[src/rtl/uart_frame_parser.sv]
// uart_frame_parser: hunts for SYNC_BYTE, collects a length-prefixed payload,
// verifies the XOR checksum and presents the frame until it is acknowledged.
// Malformed, stalled and overrunning frames raise one-cycle error pulses.
module uart_frame_parser #(
  parameter logic [7:0] SYNC_BYTE      = 8'hA5,
  parameter int         MAX_LEN        = 8,
  parameter int         TIMEOUT_CYCLES = 200_000
) (
  input  logic                   clk_in,
  input  logic                   rst_in,
  input  logic [7:0]             byte_in,
  input  logic                   byte_ready,
  input  logic                   frame_ack,
  output logic [8*MAX_LEN-1:0]   frame_data,
  output logic [3:0]             frame_len,
  output logic                   frame_valid,
  output logic                   err_chk,
  output logic                   err_len,
  output logic                   err_timeout,
  output logic                   err_overrun
);

  typedef enum logic [1:0] {HUNT, GET_LEN, GET_PAYLOAD, GET_CHK} state_t;

  state_t                   r_state, w_next;
  logic                     r_ready_last;
  logic [31:0]              r_idle;
  logic [3:0]               r_idx, r_len;
  logic [7:0]               r_xor;
  logic [MAX_LEN-1:0][7:0]  r_buf, r_frame;
  logic [3:0]               r_frame_len;
  logic                     r_valid;
  logic                     r_err_chk, r_err_len, r_err_timeout, r_err_overrun;

  logic w_stb, w_len_bad, w_chk_bad, w_complete, w_timeout, w_overrun, w_load;

  // A byte lands on the rising edge of byte_ready; ready_last resets high so
  // leaving reset with byte_ready high is not mistaken for a strobe.
  assign w_stb = byte_ready && !r_ready_last;

  // State register.
  always_ff @(posedge clk_in) begin
    if (rst_in) r_state <= HUNT;
    else        r_state <= w_next;
  end

  // Next-state logic and single-cycle event decode.
  always_comb begin
    w_next     = r_state;
    w_len_bad  = 1'b0;
    w_chk_bad  = 1'b0;
    w_complete = 1'b0;
    // The cycle that would bring the idle count to TIMEOUT_CYCLES ends the frame.
    w_timeout  = (r_state != HUNT) && !w_stb &&
                 (r_idle == 32'(TIMEOUT_CYCLES - 1));
    if (w_timeout) begin
      w_next = HUNT;
    end else begin
      case (r_state)
        HUNT: if (w_stb && byte_in == SYNC_BYTE) w_next = GET_LEN;
        GET_LEN: if (w_stb) begin
          if (byte_in == 8'd0 || byte_in > 8'(MAX_LEN)) begin
            w_len_bad = 1'b1;
            w_next    = HUNT;
          end else begin
            w_next    = GET_PAYLOAD;
          end
        end
        GET_PAYLOAD: if (w_stb && (r_idx + 4'd1 == r_len)) w_next = GET_CHK;
        GET_CHK: if (w_stb) begin
          if (byte_in == r_xor) w_complete = 1'b1;
          else                  w_chk_bad  = 1'b1;
          w_next = HUNT;
        end
        default: w_next = HUNT;
      endcase
    end
  end

  // A finished frame is dropped only if the held one is still unacknowledged.
  assign w_overrun = w_complete && r_valid && !frame_ack;
  assign w_load    = w_complete && !w_overrun;

  // Parser datapath: strobe edge detect, idle counter, length/index/checksum, working buffer.
  always_ff @(posedge clk_in) begin
    if (rst_in) begin
      r_ready_last <= 1'b1;
      r_idle       <= '0;
      r_idx        <= '0;
      r_len        <= '0;
      r_xor        <= '0;
      r_buf        <= '0;
    end else begin
      r_ready_last <= byte_ready;
      if (r_state == HUNT || w_stb || w_timeout) r_idle <= '0;
      else                                       r_idle <= r_idle + 32'd1;
      if (w_stb && r_state == GET_LEN && !w_len_bad) begin
        r_len <= byte_in[3:0];
        r_xor <= byte_in;
        r_idx <= '0;
        r_buf <= '0;
      end
      if (w_stb && r_state == GET_PAYLOAD) begin
        for (int i = 0; i < MAX_LEN; i++)
          if (r_idx == 4'(i)) r_buf[i] <= byte_in;
        r_xor <= r_xor ^ byte_in;
        r_idx <= r_idx + 4'd1;
      end
    end
  end

  // Held-frame register and error pulse outputs.
  always_ff @(posedge clk_in) begin
    if (rst_in) begin
      r_frame       <= '0;
      r_frame_len   <= '0;
      r_valid       <= 1'b0;
      r_err_chk     <= 1'b0;
      r_err_len     <= 1'b0;
      r_err_timeout <= 1'b0;
      r_err_overrun <= 1'b0;
    end else begin
      r_err_chk     <= w_chk_bad;
      r_err_len     <= w_len_bad;
      r_err_timeout <= w_timeout;
      r_err_overrun <= w_overrun;
      if (w_load) begin
        r_frame     <= r_buf;
        r_frame_len <= r_len;
        r_valid     <= 1'b1;
      end else if (frame_ack && r_valid) begin
        r_valid     <= 1'b0;
      end
    end
  end

  assign frame_data  = r_frame;
  assign frame_len   = r_frame_len;
  assign frame_valid = r_valid;
  assign err_chk     = r_err_chk;
  assign err_len     = r_err_len;
  assign err_timeout = r_err_timeout;
  assign err_overrun = r_err_overrun;

endmodule
[config.mk]
export PLATFORM = sky130hd
export DESIGN_NAME = uart_frame_parser
export DESIGN_NICKNAME = d
export VERILOG_FILES = /design/src/rtl/uart_frame_parser.sv
export SDC_FILE = /design/constraint.sdc
export NUM_CORES = 1
export LEC_CHECK = 0
export ABC_AREA = 1
export CAP_MARGIN = 5
export CORE_AREA = 4 4 123 125
export CTS_CLUSTER_DIAMETER = 40
export DETAILED_ROUTE_END_ITERATION = 8
export DIE_AREA = 0 0 127 129
export GPL_TIMING_DRIVEN = 1
export PLACE_DENSITY = 0.87
export SLEW_MARGIN = 20
export SYNTH_ARGS = -nofsm -noshare
export SYNTH_HDL_FRONTEND = slang
export SYNTH_SLANG_ARGS = --single-unit
[constraint.sdc]
create_clock -name clk_in -period 3.9 [get_ports clk_in]
set_clock_uncertainty 0.1 [all_clocks]
set_input_delay 0.975 -clock clk_in [delete_from_list [all_inputs] [get_ports clk_in]]
set_output_delay 0.975 -clock clk_in [all_outputs]
set_load 0.02 [all_outputs]
## After elaboration in Yosys (flattened, before gate mapping)

Index checks and enable logic that the tools add are counted.

| word-level totals | value |
|---|---|
| input port bits | 12 |
| register bits | 188 |

| cells by class | value |
|---|---|
| reduce and logical (&&, ||, !) cells | 30 |
| magnitude comparators | 1 |
| add/sub/neg operators | 2 |
| mux-type cells | 31 |
| equal/unequal tests | 18 |
| bitwise logic cells | 3 |

Operators by type and width:

| operator | number |
|---|---|
| 2-to-1 mux 64 bit | 2 |
| 2-to-1 mux 8 bit | 10 |
| adder 32 x 1 -> 32 bit (second input constant) | 1 |
| == test 32 x 18 -> 1 bit (second input constant) | 1 |
| == test 4 x 3 -> 1 bit (second input constant) | 4 |
| logical AND 1 bit | 12 |
| 2-to-1 mux 1 bit | 11 |
| 2-to-1 mux 2 bit | 5 |
| == test 4 x 2 -> 1 bit (second input constant) | 2 |
| == test 8 bit | 1 |
| == test 8 bit (second input constant) | 1 |
| > comparator 8 x 4 -> 1 bit (second input constant) | 1 |
| logical NOT 8 bit | 1 |
| 2-to-1 mux 4 bit | 2 |
| inequality test 2 bit (second input constant) | 4 |
| case mux 2 bit (4 select lines) | 1 |
| XOR 8 bit | 1 |
| nonzero test 2 bit | 3 |
| logical NOT 1 bit | 5 |
| adder 4 x 1 -> 4 bit (second input constant) | 1 |
| == test 2 bit (second input constant) | 2 |
| == test 4 x 1 -> 1 bit (second input constant) | 1 |
| == test 4 bit | 1 |
| logical NOT 4 bit | 1 |
| 7 further kinds | 11 |

## Logic depth before layout (Yosys ltp)

| logic depth | value |
|---|---|
| word-level depth | 11 |
| mapped depth | 12 |
| gate-level depth less buffers | 12 |

## Worst setup path before layout

No wires, ideal clock.

| path | value |
|---|---|
| kind | input port to flip-flop |
| start | in byte_in[6] |
| end | reg r_frame, in the netlist frame_data[10] |
| stages on the path | 10 |
| buffers on the path | 4 |
| setup slack | 1.641 ns |
| data required time | 3.688 ns |
| arrival time | 2.047 ns |
| cells stage by stage | buf_2 > xnor2_2 > nand2_1 > nor2_1 > nand4_1 > buf_4 > buf_6 > buf_6 > nor2_2 > nor2_1 |

| between the ends | value |
|---|---|
| cells in the longest elaborated chain, start to end | 9 |

Ends and longest elaborated chain:

| element | line | source |
|---|---|---|
| from (decl) | 11 | `input logic [7:0] byte_in,` |
| == test 8 bit * | 71 | `if (byte_in == r_xor) w_complete = 1'b1;` |
| 2-to-1 mux 1 bit * | 71 |  |
| 2-to-1 mux 1 bit * | 70 | `GET_CHK: if (w_stb) begin` |
| 2-to-1 mux 1 bit * | 59 | `case (r_state)` |
| 2-to-1 mux 1 bit * | 56 | `if (w_timeout) begin` |
| logical AND 1 bit (2 in series) | 81 | `assign w_overrun = w_complete && r_valid && !frame_ack;` |
| logical NOT 1 bit | 82 | `assign w_load = w_complete && !w_overrun;` |
| logical AND 1 bit * | 82 |  |
| to (signal assigned) | 128 | `r_frame <= r_buf;` |
| to (decl) | 30 | `logic [MAX_LEN-1:0][7:0] r_buf, r_frame;` |

Mark *: on every way between the ends. The rest lies on a longest branch, timed or not.
A chain may end at the register's enable or synchronous reset.

## Worst setup path after layout

| path | value |
|---|---|
| start | in byte_ready |
| end | reg r_buf[56] (netlist bit) |

| between the ends | value |
|---|---|
| cells in the longest elaborated chain, start to end | 10 |
| elaborated cells on any way between the ends | 14 |

Ends and longest elaborated chain:

| element | line | source |
|---|---|---|
| from (decl) | 12 | `input logic byte_ready,` |
| logical AND 1 bit * | 39 | `assign w_stb = byte_ready && !r_ready_last;` |
| logical NOT 1 bit | 54 | `w_timeout = (r_state != HUNT) && !w_stb &&` |
| logical AND 1 bit (2 in series) | 54 |  |
| 2-to-1 mux 1 bit | 56 |  |
| logical NOT 1 bit | 97 | `if (w_stb && r_state == GET_LEN && !w_len_bad) begin` |
| logical AND 1 bit | 97 |  |
| 2-to-1 mux 64 bit | 97 |  |
| 2-to-1 mux 8 bit | 105 | `if (r_idx == 4'(i)) r_buf[i] <= byte_in;` |
| 2-to-1 mux 64 bit * | 103 | `if (w_stb && r_state == GET_PAYLOAD) begin` |
| to (signal, indexed assignment) | 105 |  |
| to (decl) | 30 |  |

Marked as above.

==> flow_metrics.tcl <==
set metrics [dict create \
    grt_util_met2_pct 38.8 \
    final_antenna_net_count 0 \
    power_density_mw_per_mm2 366 \
    drv_cap 0 \
    place_inst 1421 \
    critPathArrivalTime_ps 3320 \
    netlist_instances 1206 \
    crit_buf_inv 3 \
    hpwl_mm 12.3 \
    top_usage_layer "met2" \
    hp-start "r_buf[55]" \
    slowest_stage "nand3_1" \
    relSlewSlack_pct 52.4 \
    routabilityCongestion 0.914 \
    yosysSeqAreaShare_pct 45.0 \
    die_area_mm2 0.0164 \
    final_cells 1453 \
    critPathMaxStageDelay_ps 490 \
    status "complete, no violations" \
    clock_path_buffers 2 \
    cts_setup_buffers 0 \
    core_mm2 0.0139 \
    cts.clk_slew.worst_paths_ps 70 \
    fp.dieW_um 127 \
    critical_path.max_fanout 25 \
    syn-cell-area_mm2 0.00837 \
    grt_max_degree 137 \
    ir_drop_mv 0.507 \
    layout-drive-gt1-share_pct 8.72 \
    drtPass1Iterations 5 \
    drt-vias-per-instance 5.06 \
    cts_root_buf "clkbuf_16" \
    r2r-start "r_ready_last" \
    via_count 7357 \
    final-max-slew-violation-count 0 \
    drt_iter0_markers 691 \
    rr_endpoint "r_buf[56]" \
    drc 0 \
    cts_tree "done" \
    path_cells "clkdlybuf4s50_1 > nand2_1 > inv_1 > nand2_2 > inv_2 > nand3_1 > o21ai_0 > a21oi_1" \
    grtUsageTotal_pct 23.5 \
    htreeDepth 4 \
    rows 43 \
    p_leak_nw 4.06 \
    routed_wl_mm 18.9 \
    setup_viol 0 \
    nets 1277 \
    yosys_warnings 0 \
    die_height_um 129 \
    wl_per_cell_um 13.0 \
    min_period_over_period_pct 80.2 \
    ys_ff_latch 188 \
    antenna_found_initial 0 \
    pin_count 85 \
    clkLatencyLatePin_ps 430 \
    groute.layer.met1.usage_pct 31.1 \
    synth_mux_area_share_pct 0 \
    cp-end-kind "register" \
    syn_avg_cell_area_um2 6.94 \
    finalSetupTns_ps 0 \
    yosys.area_share.simple_pct 31.6 \
    synthXorXnorAreaFrac_pct 2.27 \
    finalCriticalPeriod_ps 3130 \
    hold_path.class "register to register" \
    hold_buffers 0 \
    grt.overflow.total 0 \
    worstMarginPinSlew_ps 714 \
    grt_pass1_vias 6805 \
    insertedDiodeCount 0 \
    cp_top_family "buffers and inverters" \
    grtUsageMet3_pct 5.44 \
    hold_violations 0 \
    port_buffers 84 \
    whs_path_depth 2 \
    cts_buffers 17 \
    grt_pass1_wl_mm 31.6 \
    cts-resized-gates 0 \
    synth_compound_area_share_pct 10.7 \
    synth_cell_types 34 \
    synth_top_family_by_area "simple AND/OR/NAND/NOR gates" \
    min_to "r_buf[55]" \
    synth_fp_nets 1223 \
    crit_type "primary input to register" \
    rsz0062_at_grt "false" \
    reg2reg_depth 8 \
    rrSetupSlack_ps 1480 \
    area_delta_synth_final_pct 17.0 \
    startpoint_type "primary input" \
    cts_sinks 188 \
    clock.fmax_mhz 320 \
    initial_utilization_pct 60.3 \
    synth_fa_ha_area_share_pct 0.748 \
    worstPathRequired_ps 4090 \
]
## placed cells by master, fill, tap and decap left out, types with 2 or more instances in the layout
cell type	Yosys	layout
a21oi_1	102	102
buf_12	0	4
buf_4	1	9
clkbuf_16	0	17
clkdlybuf4s50_1	0	84
clkinv_2	0	6
clkinvlp_4	0	4
dfxtp_1	188	188
ha_1	5	5
inv_1	123	123
inv_2	3	3
inv_6	0	2
nand2_1	328	328
nand3_1	41	41
nand3_2	10	10
nand3b_1	2	2
nand4_1	7	7
nor2_1	170	170
nor2_2	41	41
nor3_1	13	13
o21ai_0	67	67
o21ai_1	7	7
or2_2	7	7
xnor2_1	9	9
xnor2_2	2	2
xor2_1	9	9
## per-layer routing
layer | vias to the layer above | wire, um
li1 | 3847 | -
met1 | 3306 | 8500
met2 | 176 | 8970
met3 | 28 | 1110
met4 | 0 | 278
met5 | - | 0
## worst max-delay path by stage
stage	depth (start not counted)	from	to
floorplan	10	byte_in[6]	frame_data[10]
global placement	8	byte_ready	r_buf[62]
detailed placement	8	byte_ready	r_buf[59]
CTS	8	byte_ready	r_buf[56]
global route	8	byte_ready	r_buf[59]
finish	8	byte_ready	r_buf[56]
## cells in the mapped netlist, drive strengths merged
cell    instances  area share, %
o21ai          74            4.4
a21oi         103            6.2
nand4           7           0.52
clkinv          1          0.045
dfxtp         188             45
nand3b          2           0.18
and3            1          0.075
or2             9           0.67
nor2          212             11
inv           126            5.7
buf            40            2.9
ha              5           0.75
nor4            1          0.075
nor3           13           0.78
nand3          51            3.6
clkbuf         22           0.99
xnor2          11            1.3
a211oi          1          0.090
xor2            9           0.94
nand2         329             15
and2            1          0.075
## sequential cells by signal (all words and copies together), names as in the netlist, 4 cells and up, named ones only
signal,flops
frame_data,64
r_buf,64
r_idle,32
r_xor,8
frame_len,4
r_idx,4
r_len,4
## power breakdown
part           total [mW]  internal, mW  switching, mW  leakage (nW)
logic              0.0941        0.0304         0.0638          2.29
clock network        1.57         0.834          0.737         0.257
registers            1.92          1.92       0.000149          1.51
## logic make-up after synthesis
| family | after synthesis |
|---|---|
| adders and majority gates | 5 |
| buffers and inverters | 189 |
| AOI/OAI and AO/OA | 178 |
| and+or+nand+nor | 626 |
| DFF | 188 |
| xor gates and xnor gates | 20 |
## worst reg2reg max path, delay by kind of cell, from the launching register on
family / cells / cell delay (ps)
compound gates: 2 / 460
flops: 1 / 300
buf+inv: 3 / 530
simple gates: 3 / 890
## stage by stage
stage                     power [mW]  setup slack (ps)  instance area, um^2  utilization, %  hold slack, ps
after floorplan                 2.02              1640                 8370               -             336
after global placement          2.05               529                 9250            66.7             348
after detailed placement        2.06               424                 9250            66.7             354
after CTS                       3.61               845                 9790            70.5             364
after global routing            3.70               593                 9790            70.5             383
final                           3.59               774                 9790            70.5             365
## final cells by class
class,instances,area [um^2]
Clock inverter,13,92.6
Clock buffer,19,443
Timing Repair Buffer,97,988
Tap cell,180,225
Fill cell,1129,4090
Multi-Input combinational cell,829,3800
Sequential cell,188,3760
Inverter,127,478
(Power assumes the default switching activity.)
